$ cat src/rtl/cpu_defs.sv
// cpu_defs: opcodes, ALU op codes and control-FSM state encodings for the multicycle core
package cpu_defs;
  localparam logic [5:0] OP_RTYPE = 6'h00;
  localparam logic [5:0] OP_J     = 6'h02;
  localparam logic [5:0] OP_BEQ   = 6'h04;
  localparam logic [5:0] OP_ADDI  = 6'h08;
  localparam logic [5:0] OP_LW    = 6'h23;
  localparam logic [5:0] OP_SW    = 6'h2B;
  localparam logic [2:0] ALU_ADD   = 3'd0;
  localparam logic [2:0] ALU_SUB   = 3'd1;
  localparam logic [2:0] ALU_FUNCT = 3'd7;
  typedef enum logic [3:0] {
    FETCH  = 4'd0,
    DECODE = 4'd1,
    EXEC_R = 4'd2,
    EXEC_I = 4'd3,
    ADDR   = 4'd4,
    MEM_RD = 4'd5,
    MEM_WR = 4'd6,
    WB_R   = 4'd7,
    WB_I   = 4'd8,
    WB_LW  = 4'd9,
    BRANCH = 4'd10,
    JUMP   = 4'd11
  } state_t;
endpackage

$ cat src/rtl/mem_wait_timer.sv
// mem_wait_timer: counts memory wait cycles and flags the last allowed one
module mem_wait_timer #(
  parameter int MEM_TIMEOUT = 16
) (
  input  logic clk,
  input  logic rst,
  input  logic en,
  output logic timeout
);
  localparam int CW = MEM_TIMEOUT > 2 ? $clog2(MEM_TIMEOUT) : 1;
  logic [CW-1:0] cnt_q, cnt_d;
  // a timeout also restarts the count, since FETCH re-enters itself without a state change
  always_comb begin
    timeout = en && cnt_q == CW'(MEM_TIMEOUT - 1);
    cnt_d = (en && !timeout) ? cnt_q + CW'(1) : '0;
  end
  always_ff @(posedge clk or posedge rst)
    if (rst) cnt_q <= '0;
    else cnt_q <= cnt_d;
endmodule

$ cat src/rtl/multicycle_ctrl.sv
// multicycle_ctrl: main control FSM sequencing the multicycle MIPS datapath
module multicycle_ctrl
  import cpu_defs::*;
#(
  parameter int MEM_TIMEOUT = 16
) (
  input  logic       clk,
  input  logic       rst,
  input  logic [5:0] opcode,
  input  logic [5:0] funct,
  input  logic       zero,
  input  logic       mem_ready,
  output logic       pc_ce,
  output logic       ir_ce,
  output logic       mdr_ce,
  output logic       ab_ce,
  output logic       aluout_ce,
  output logic       reg_we,
  output logic       mem_rd,
  output logic       mem_wr,
  output logic       iord,
  output logic       alu_src_a,
  output logic [1:0] alu_src_b,
  output logic [2:0] alu_op,
  output logic [1:0] pc_src,
  output logic       reg_dst,
  output logic       mem_to_reg,
  output logic [3:0] state,
  output logic       illegal,
  output logic       mem_err
);
  state_t state_q, state_d;
  logic   wait_en, timeout, unused_funct;
  assign unused_funct = ^funct;
  assign state = state_q;
  assign wait_en = (state_q == FETCH || state_q == MEM_RD || state_q == MEM_WR) && !mem_ready;
  mem_wait_timer #(.MEM_TIMEOUT(MEM_TIMEOUT)) u_timer (
    .clk     (clk),
    .rst     (rst),
    .en      (wait_en),
    .timeout (timeout)
  );
  always_comb begin
    state_d = state_q;
    {pc_ce, ir_ce, mdr_ce, ab_ce, aluout_ce, reg_we, mem_rd, mem_wr, iord, alu_src_a} = 10'd0;
    alu_src_b = 2'd0;
    alu_op = ALU_ADD;
    pc_src = 2'd0;
    {reg_dst, mem_to_reg, illegal, mem_err} = 4'd0;
    case (state_q)
      FETCH: begin
        mem_rd = 1'b1;
        alu_src_b = 2'd1;
        pc_ce = mem_ready;
        ir_ce = mem_ready;
        mem_err = timeout;
        state_d = mem_ready ? DECODE : FETCH;
      end
      DECODE: begin
        ab_ce = 1'b1;
        aluout_ce = 1'b1;
        alu_src_b = 2'd3;
        state_d = opcode == OP_RTYPE ? EXEC_R :
                  (opcode == OP_LW || opcode == OP_SW) ? ADDR :
                  opcode == OP_ADDI ? EXEC_I :
                  opcode == OP_BEQ ? BRANCH :
                  opcode == OP_J ? JUMP : FETCH;
        illegal = state_d == FETCH;
      end
      EXEC_R: begin
        alu_src_a = 1'b1;
        alu_op = ALU_FUNCT;
        aluout_ce = 1'b1;
        state_d = WB_R;
      end
      EXEC_I: begin
        alu_src_a = 1'b1;
        alu_src_b = 2'd2;
        aluout_ce = 1'b1;
        state_d = WB_I;
      end
      ADDR: begin
        alu_src_a = 1'b1;
        alu_src_b = 2'd2;
        aluout_ce = 1'b1;
        state_d = opcode == OP_LW ? MEM_RD : MEM_WR;
      end
      MEM_RD: begin
        mem_rd = 1'b1;
        iord = 1'b1;
        mdr_ce = mem_ready;
        mem_err = timeout;
        state_d = mem_ready ? WB_LW : timeout ? FETCH : MEM_RD;
      end
      MEM_WR: begin
        mem_wr = 1'b1;
        iord = 1'b1;
        mem_err = timeout;
        state_d = (mem_ready || timeout) ? FETCH : MEM_WR;
      end
      WB_R: begin
        reg_we = 1'b1;
        reg_dst = 1'b1;
        state_d = FETCH;
      end
      WB_I: begin
        reg_we = 1'b1;
        state_d = FETCH;
      end
      WB_LW: begin
        reg_we = 1'b1;
        mem_to_reg = 1'b1;
        state_d = FETCH;
      end
      BRANCH: begin
        alu_src_a = 1'b1;
        alu_op = ALU_SUB;
        pc_src = 2'd1;
        pc_ce = zero;
        state_d = FETCH;
      end
      JUMP: begin
        pc_src = 2'd2;
        pc_ce = 1'b1;
        state_d = FETCH;
      end
      default: state_d = FETCH;
    endcase
    if (rst) begin
      {pc_ce, ir_ce, mdr_ce, ab_ce, aluout_ce, reg_we, mem_rd, mem_wr, iord, alu_src_a} = 10'd0;
      {alu_src_b, alu_op, pc_src, reg_dst, mem_to_reg, illegal, mem_err} = 11'd0;
    end
  end
  always_ff @(posedge clk or posedge rst)
    if (rst) state_q <= FETCH;
    else state_q <= state_d;
endmodule

$ cat config.mk
export PLATFORM = sky130hd
export DESIGN_NAME = multicycle_ctrl
export DESIGN_NICKNAME = d
export VERILOG_FILES = /design/src/rtl/cpu_defs.sv /design/src/rtl/mem_wait_timer.sv /design/src/rtl/multicycle_ctrl.sv
export SDC_FILE = /design/constraint.sdc
export NUM_CORES = 1
export LEC_CHECK = 0
export ABC_AREA = 1
export BUFFER_PORTS_ARGS = -buffer_cell sky130_fd_sc_hd__buf_2
export CAP_MARGIN = 25
export CORE_MARGIN = 2
export CORE_UTILIZATION = 43
export DETAILED_ROUTE_END_ITERATION = 8
export GPL_TIMING_DRIVEN = 0
export PLACE_DENSITY = 0.8
export SYNTH_ARGS = -nofsm -noshare
export SYNTH_HDL_FRONTEND = slang
export SYNTH_HIERARCHICAL = 1
export SYNTH_SLANG_ARGS = --single-unit
$ cat constraint.sdc
create_clock -name clk -period 2.3 [get_ports clk]
set_input_delay 0.345 -clock clk [delete_from_list [all_inputs] [get_ports clk]]
set_output_delay 0.345 -clock clk [all_outputs]
set_load 0.02 [all_outputs]
# Word level (Yosys, flattened, before mapping)
# Index checks and enable logic that the tools add are counted.
totals:
  ff_bits: 8
  output_inout_bits: 25
classes:
  add_sub_neg: 1
  eq_ne: 17
  n_mux: 46
  n_reduce_logical: 19
op_table:
  columns: ["op", "n"]
  rows:
  - ["two-way mux 1 bit", 28]
  - ["two-way mux 4 bit", 7]
  - ["one-hot mux 4 bit (7 select lines)", 1]
  - ["== test 4 bit, second input constant", 5]
  - ["== test 4 x 3 -> 1 bit, second input constant", 4]
  - ["== test 6 bit, second input constant", 2]
  - ["two-way mux 3 bit", 3]
  - ["== test 4 x 2 -> 1 bit, second input constant", 2]
  - ["logical NOT 4 bit", 2]
  - ["OR reduction 4 bit", 2]
  - ["== test 6 x 2 -> 1 bit, second input constant", 1]
  - ["== test 6 x 3 -> 1 bit, second input constant", 1]
  - ["== test 6 x 4 -> 1 bit, second input constant", 1]
  - ["logical NOT 6 bit", 1]
  - ["two-way mux 2 bit", 3]
  - ["one-hot mux 2 bit (3 select lines)", 1]
  - ["one-hot mux 3 bit (2 select lines)", 1]
  - ["OR reduction 2 bit", 3]
  - ["OR reduction 3 bit", 2]
  - ["adder 4 x 1 -> 4 bit, second input constant", 1]
  - ["== test 4 x 1 -> 1 bit, second input constant", 1]
  - ["logical OR 1 bit", 4]
  - ["one-hot mux 2 bit (2 select lines)", 1]
  - ["logical AND 1 bit", 3]
  - ["other kinds (2)", 3]

# Depth between registers and ports, before layout
logic_depth:
  word_depth: 9
  ltp_mapped: 13
  depth_no_buf: 13

# Modules after synthesis
# The synthesis kept the hierarchy.
by_module_without_submodules:
  columns: ["mod", "instances", "cells_per_inst", "area_each_um2", "seq_area_each_um2"]
  rows:
  - ["multicycle_ctrl", 1, 107, 561.8, 100.1]
  - ["mem_wait_timer", 1, 20, 191.4, 100.1]

# Worst setup path after synthesis
# No wires, ideal clock.
synth_timing:
  kind: "register to output"
  startpoint: "reg state_q[3] (netlist: state[3])"
  endpoint: "out mem_err"
  t_arrival_ns: 1.558
  t_required_ns: 1.955
  setup_slack_ns: 0.397
  path_stages_with_launch: 11
  n_path_buf: 0
  path_cell_list: "dfrtp_1 > inv_1 > nand2_4 > nor2_4 > nor2_1 > nand2_1 > nand2_1 > inv_1 > nor3b_2 > nand3_1 > inv_1"
synth_between:
  elab_chain_cells: 7
  word_cells_on_any_way: 10
synth_lines:
  columns: ["element", "line", "text"]
  rows:
  - ["start, declared", "multicycle_ctrl.sv:32", "state_t state_q, state_d;"]
  - ["start signal, assigned", "multicycle_ctrl.sv:136", "else state_q <= state_d;"]
  - ["== test 4 x 3 -> 1 bit or logical NOT 4 bit (tied branches)", "multicycle_ctrl.sv:36", "assign wait_en = (state_q == FETCH || state_q == MEM_RD || state_q == MEM_WR) && !mem_ready;"]
  - ["logical OR 1 bit", "multicycle_ctrl.sv:36", null]
  - ["logical OR 1 bit *", "multicycle_ctrl.sv:36", null]
  - ["logical AND 1 bit *", "multicycle_ctrl.sv:36", null]
  - ["named net wait_en", "multicycle_ctrl.sv:33", "logic wait_en, timeout, unused_funct;"]
  - ["logical AND 1 bit *", "mem_wait_timer.sv:14", "timeout = en && cnt_q == CW'(MEM_TIMEOUT - 1);"]
  - ["named net timeout", "multicycle_ctrl.sv:33", null]
  - ["two-way mux 1 bit *", "multicycle_ctrl.sv:50", "case (state_q)"]
  - ["two-way mux 1 bit *", "multicycle_ctrl.sv:129", "if (rst) begin"]
  - ["end, declared", "multicycle_ctrl.sv:30", "output logic mem_err"]
# The timed path passes the listed nets; every way through them passes the cells marked *.

# Worst setup path in the final report
layout_timing:
  startpoint: "reg state_q[0] (netlist: state[0])"
  endpoint: "out mem_err"
# The elaborated chain is that of the path after synthesis.

==> results.sh <==
export IMPL_fin_crit_ns=2.215
export IMPL_total_leakage_power_nw=0.6215
export IMPL_arrival_ns=1.87
export IMPL_avgSynthCellArea_um2=5.931
export IMPL_initial_utilization=0.4459
export IMPL_hpwl_um=1628
export IMPL_min_path_type="input port to register"
export IMPL_grt_max_degree=11
export IMPL_drt_iter0_markers=23
export IMPL_end_kind="output pin"
export IMPL_synth_top_family_by_area="simple AND/OR/NAND/NOR gates"
export IMPL_gr_usage_all_layers=0.2028
export IMPL_synthMuxAreaShare=0
export IMPL_fin_area_um2=1012
export IMPL_peakVddDrop_mv=0.4414
export IMPL_path_class="register to output pin"
export IMPL_cts_root_buf="clkbuf_4"
export IMPL_critical_path_max_fanout=6
export IMPL_drive_above_1_share=0.3353
export IMPL_outcome="complete, no violations"
export IMPL_wire_per_inst_um=10.78
export IMPL_drt_wl_total_um=1983
export IMPL_finalClockSkew_ns=0.009665
export IMPL_cts_htree_levels=1
export IMPL_synth_cell_types=21
export IMPL_power_density_nw_per_um2=1020
export IMPL_antenna_cells=0
export IMPL_dp_slack_ns=0.3025
export IMPL_port_buffers=34
export IMPL_required_ns=1.96
export IMPL_vias=942
export IMPL_grtUsageMet3=0.06349
export IMPL_dieWidth_um=45.86
export IMPL_synth_seq_cells=8
export IMPL_grt_pass1_vias=837
export IMPL_cts_buffer_depth=2
export IMPL_finalCritPeriodShare=0.9632
export IMPL_grtUsageMet1=0.2019
export IMPL_power_w=0.001032
export IMPL_ys_seq_area_frac=0.2658
export IMPL_busiest_layer="met2"
export IMPL_syn_inst=127
export IMPL_layout_common_cells="buf_2, nor2_1, nand2_1, inv_1, nand3_1"
export IMPL_ant_nets=0
export IMPL_netlist_area_um2=753.2
export IMPL_gp_congestion=0.8502
export IMPL_grt_antenna_before_repair=0
export IMPL_relSlewSlack=0.7083
export IMPL_synthSimpleGateAreaFrac=0.5017
export IMPL_ys_warn_count=6
export IMPL_drc=0
export IMPL_finalSetupViolCount=0
export IMPL_std_cell_rows=15
export IMPL_maxCapViolations=0
export IMPL_finalHoldViolations=0
export IMPL_use_met2=0.4056
export IMPL_layout_setup_ws_ns=0.08464
export IMPL_first_pass_iters=4
export IMPL_final_common_cell="buf_2"
export IMPL_tightest_slew_ns=0.4376
export IMPL_design_core_area_um2=1689
export IMPL_ioPinCount=41
export IMPL_yosys_area_share_xor_xnor=0
export IMPL_gr_total_overflow=0
export IMPL_grt_pass1_wl_um=3098
export IMPL_synthAdderAreaFrac=0.01661
export IMPL_via_per_inst=5.120
export IMPL_synth_compound_area_frac=0.09136
export IMPL_nNetsFinal=186
export IMPL_cts_buffers_inserted=3
export IMPL_cts_tree="yes"
export IMPL_clkSinkCount=8
export IMPL_fmax_mhz=451.4
export IMPL_syn_nets=144
export IMPL_area_growth_pct=34.39
export IMPL_clk_latency_ns=0.26
export IMPL_placed_area_um2=944.7
export IMPL_clk_pin_slew_worst_paths_ns=0.06
export IMPL_die_y_um=45.86
export IMPL_maxSlewViolCount=0
export IMPL_critPathLaunchType="register"
export IMPL_die_area_um2=2103
export IMPL_whs_ns=0.4382
==> layout make-up <==
| type | count | area (um2) |
|---|---|---|
| Sequential cell | 8 | 203.9 |
| Clock buffer | 3 | 22.52 |
| Tap cell | 17 | 21.27 |
| Fill cell | 168 | 676.9 |
| Inverter | 22 | 82.58 |
| Buffer | 2 | 11.26 |
| Timing Repair Buffer | 37 | 195.2 |
| Multi-Input combinational cell | 95 | 475.5 |
==> state kept, by name (all words and copies together), names as in the netlist <==
signal / cells
u_timer/cnt_q: 4
state: 4
==> path summary, 6_finish.rpt <==
kind / startpoint / to / slack [ns] / cells past startpoint
max: state[0] / mem_err / 0.08 / 11
min: mem_ready / state[2] / 0.44 / 4
max in group asynchronous: rst / state[2] / 1.49 / 3
min reg2reg: u_timer/cnt_q[0] / u_timer/cnt_q[0] / 0.49 / 1
max reg2reg: state[0] / state[1] / 0.42 / 14
min in group asynchronous: rst / u_timer/cnt_q[2] / 0.54 / 3
==> cells by family after synthesis <==
family	after synthesis
AO/OA/AOI/OAI	12
adder cells (fa/ha/maj)	1
flip-flops	8
buffers and inverters	24
AND/OR/NAND/NOR	82
==> worst max-delay path: stages, from the launching register on <==
cell and delay (ns):
dfrtp_2 0.44, inv_1 0.09, nand2_2 0.10, nor2_4 0.14, nor2_1 0.06, nand2_1 0.07, nand2_1 0.05, inv_1 0.10
nor3b_4 0.24, nand3_1 0.10, inv_1 0.07, buf_2 0.15
==> power by group <==
group | total [W] | internal [W] | switching [W]
clock network | 0.000107 | 0.0000597 | 0.0000471
registers | 0.000249 | 0.000188 | 0.0000609
logic | 0.000676 | 0.000220 | 0.000457
total | 0.00103 | 0.000467 | 0.000565
==> synth_stat cells <==
library cell | count | share of area
buf_4 | 1 | 0.010
a21oi_1 | 5 | 0.033
o21ai_0 | 3 | 0.020
nand2_2 | 1 | 0.0083
inv_2 | 2 | 0.010
nor2_2 | 1 | 0.0083
nand3_1 | 12 | 0.080
nor3b_2 | 1 | 0.017
dfrtp_1 | 8 | 0.27
a31oi_1 | 2 | 0.017
o21ai_2 | 1 | 0.012
nand4_1 | 3 | 0.025
nand2_4 | 1 | 0.015
nor2_4 | 3 | 0.045
clkbuf_1 | 1 | 0.0050
inv_1 | 20 | 0.10
nand2_1 | 28 | 0.14
ha_1 | 1 | 0.017
nor3_1 | 3 | 0.020
nor2_1 | 29 | 0.14
o211ai_1 | 1 | 0.010
==> per-stage QoR <==
step | TNS, ns | cells | utilization
finish | 0 | 184 | 0.5993
CTS | 0 | 182 | 0.5785
detailed placement | 0 | 178 | 0.5593
global placement | 0 | 178 | 0.5593
global route | -0.01817 | 184 | 0.5993
floorplan | 0 | 127 | -
==> layer usage <==
layer,up-vias,part of all wire
met4,0,0.0040
li1,478,-
met3,2,0.060
met1,428,0.38
met2,34,0.55
met5,-,0
==> timing repair <==
action / CTS / global route
setup buffers: 0 / 2
setup endpoints to repair: 0 / 1
hold buffers: 1 / 0
gates resized for setup: 0 / 8
endpoints found under the hold margin: 4 / 0
Note: power is estimated with default switching activity, not from simulation.
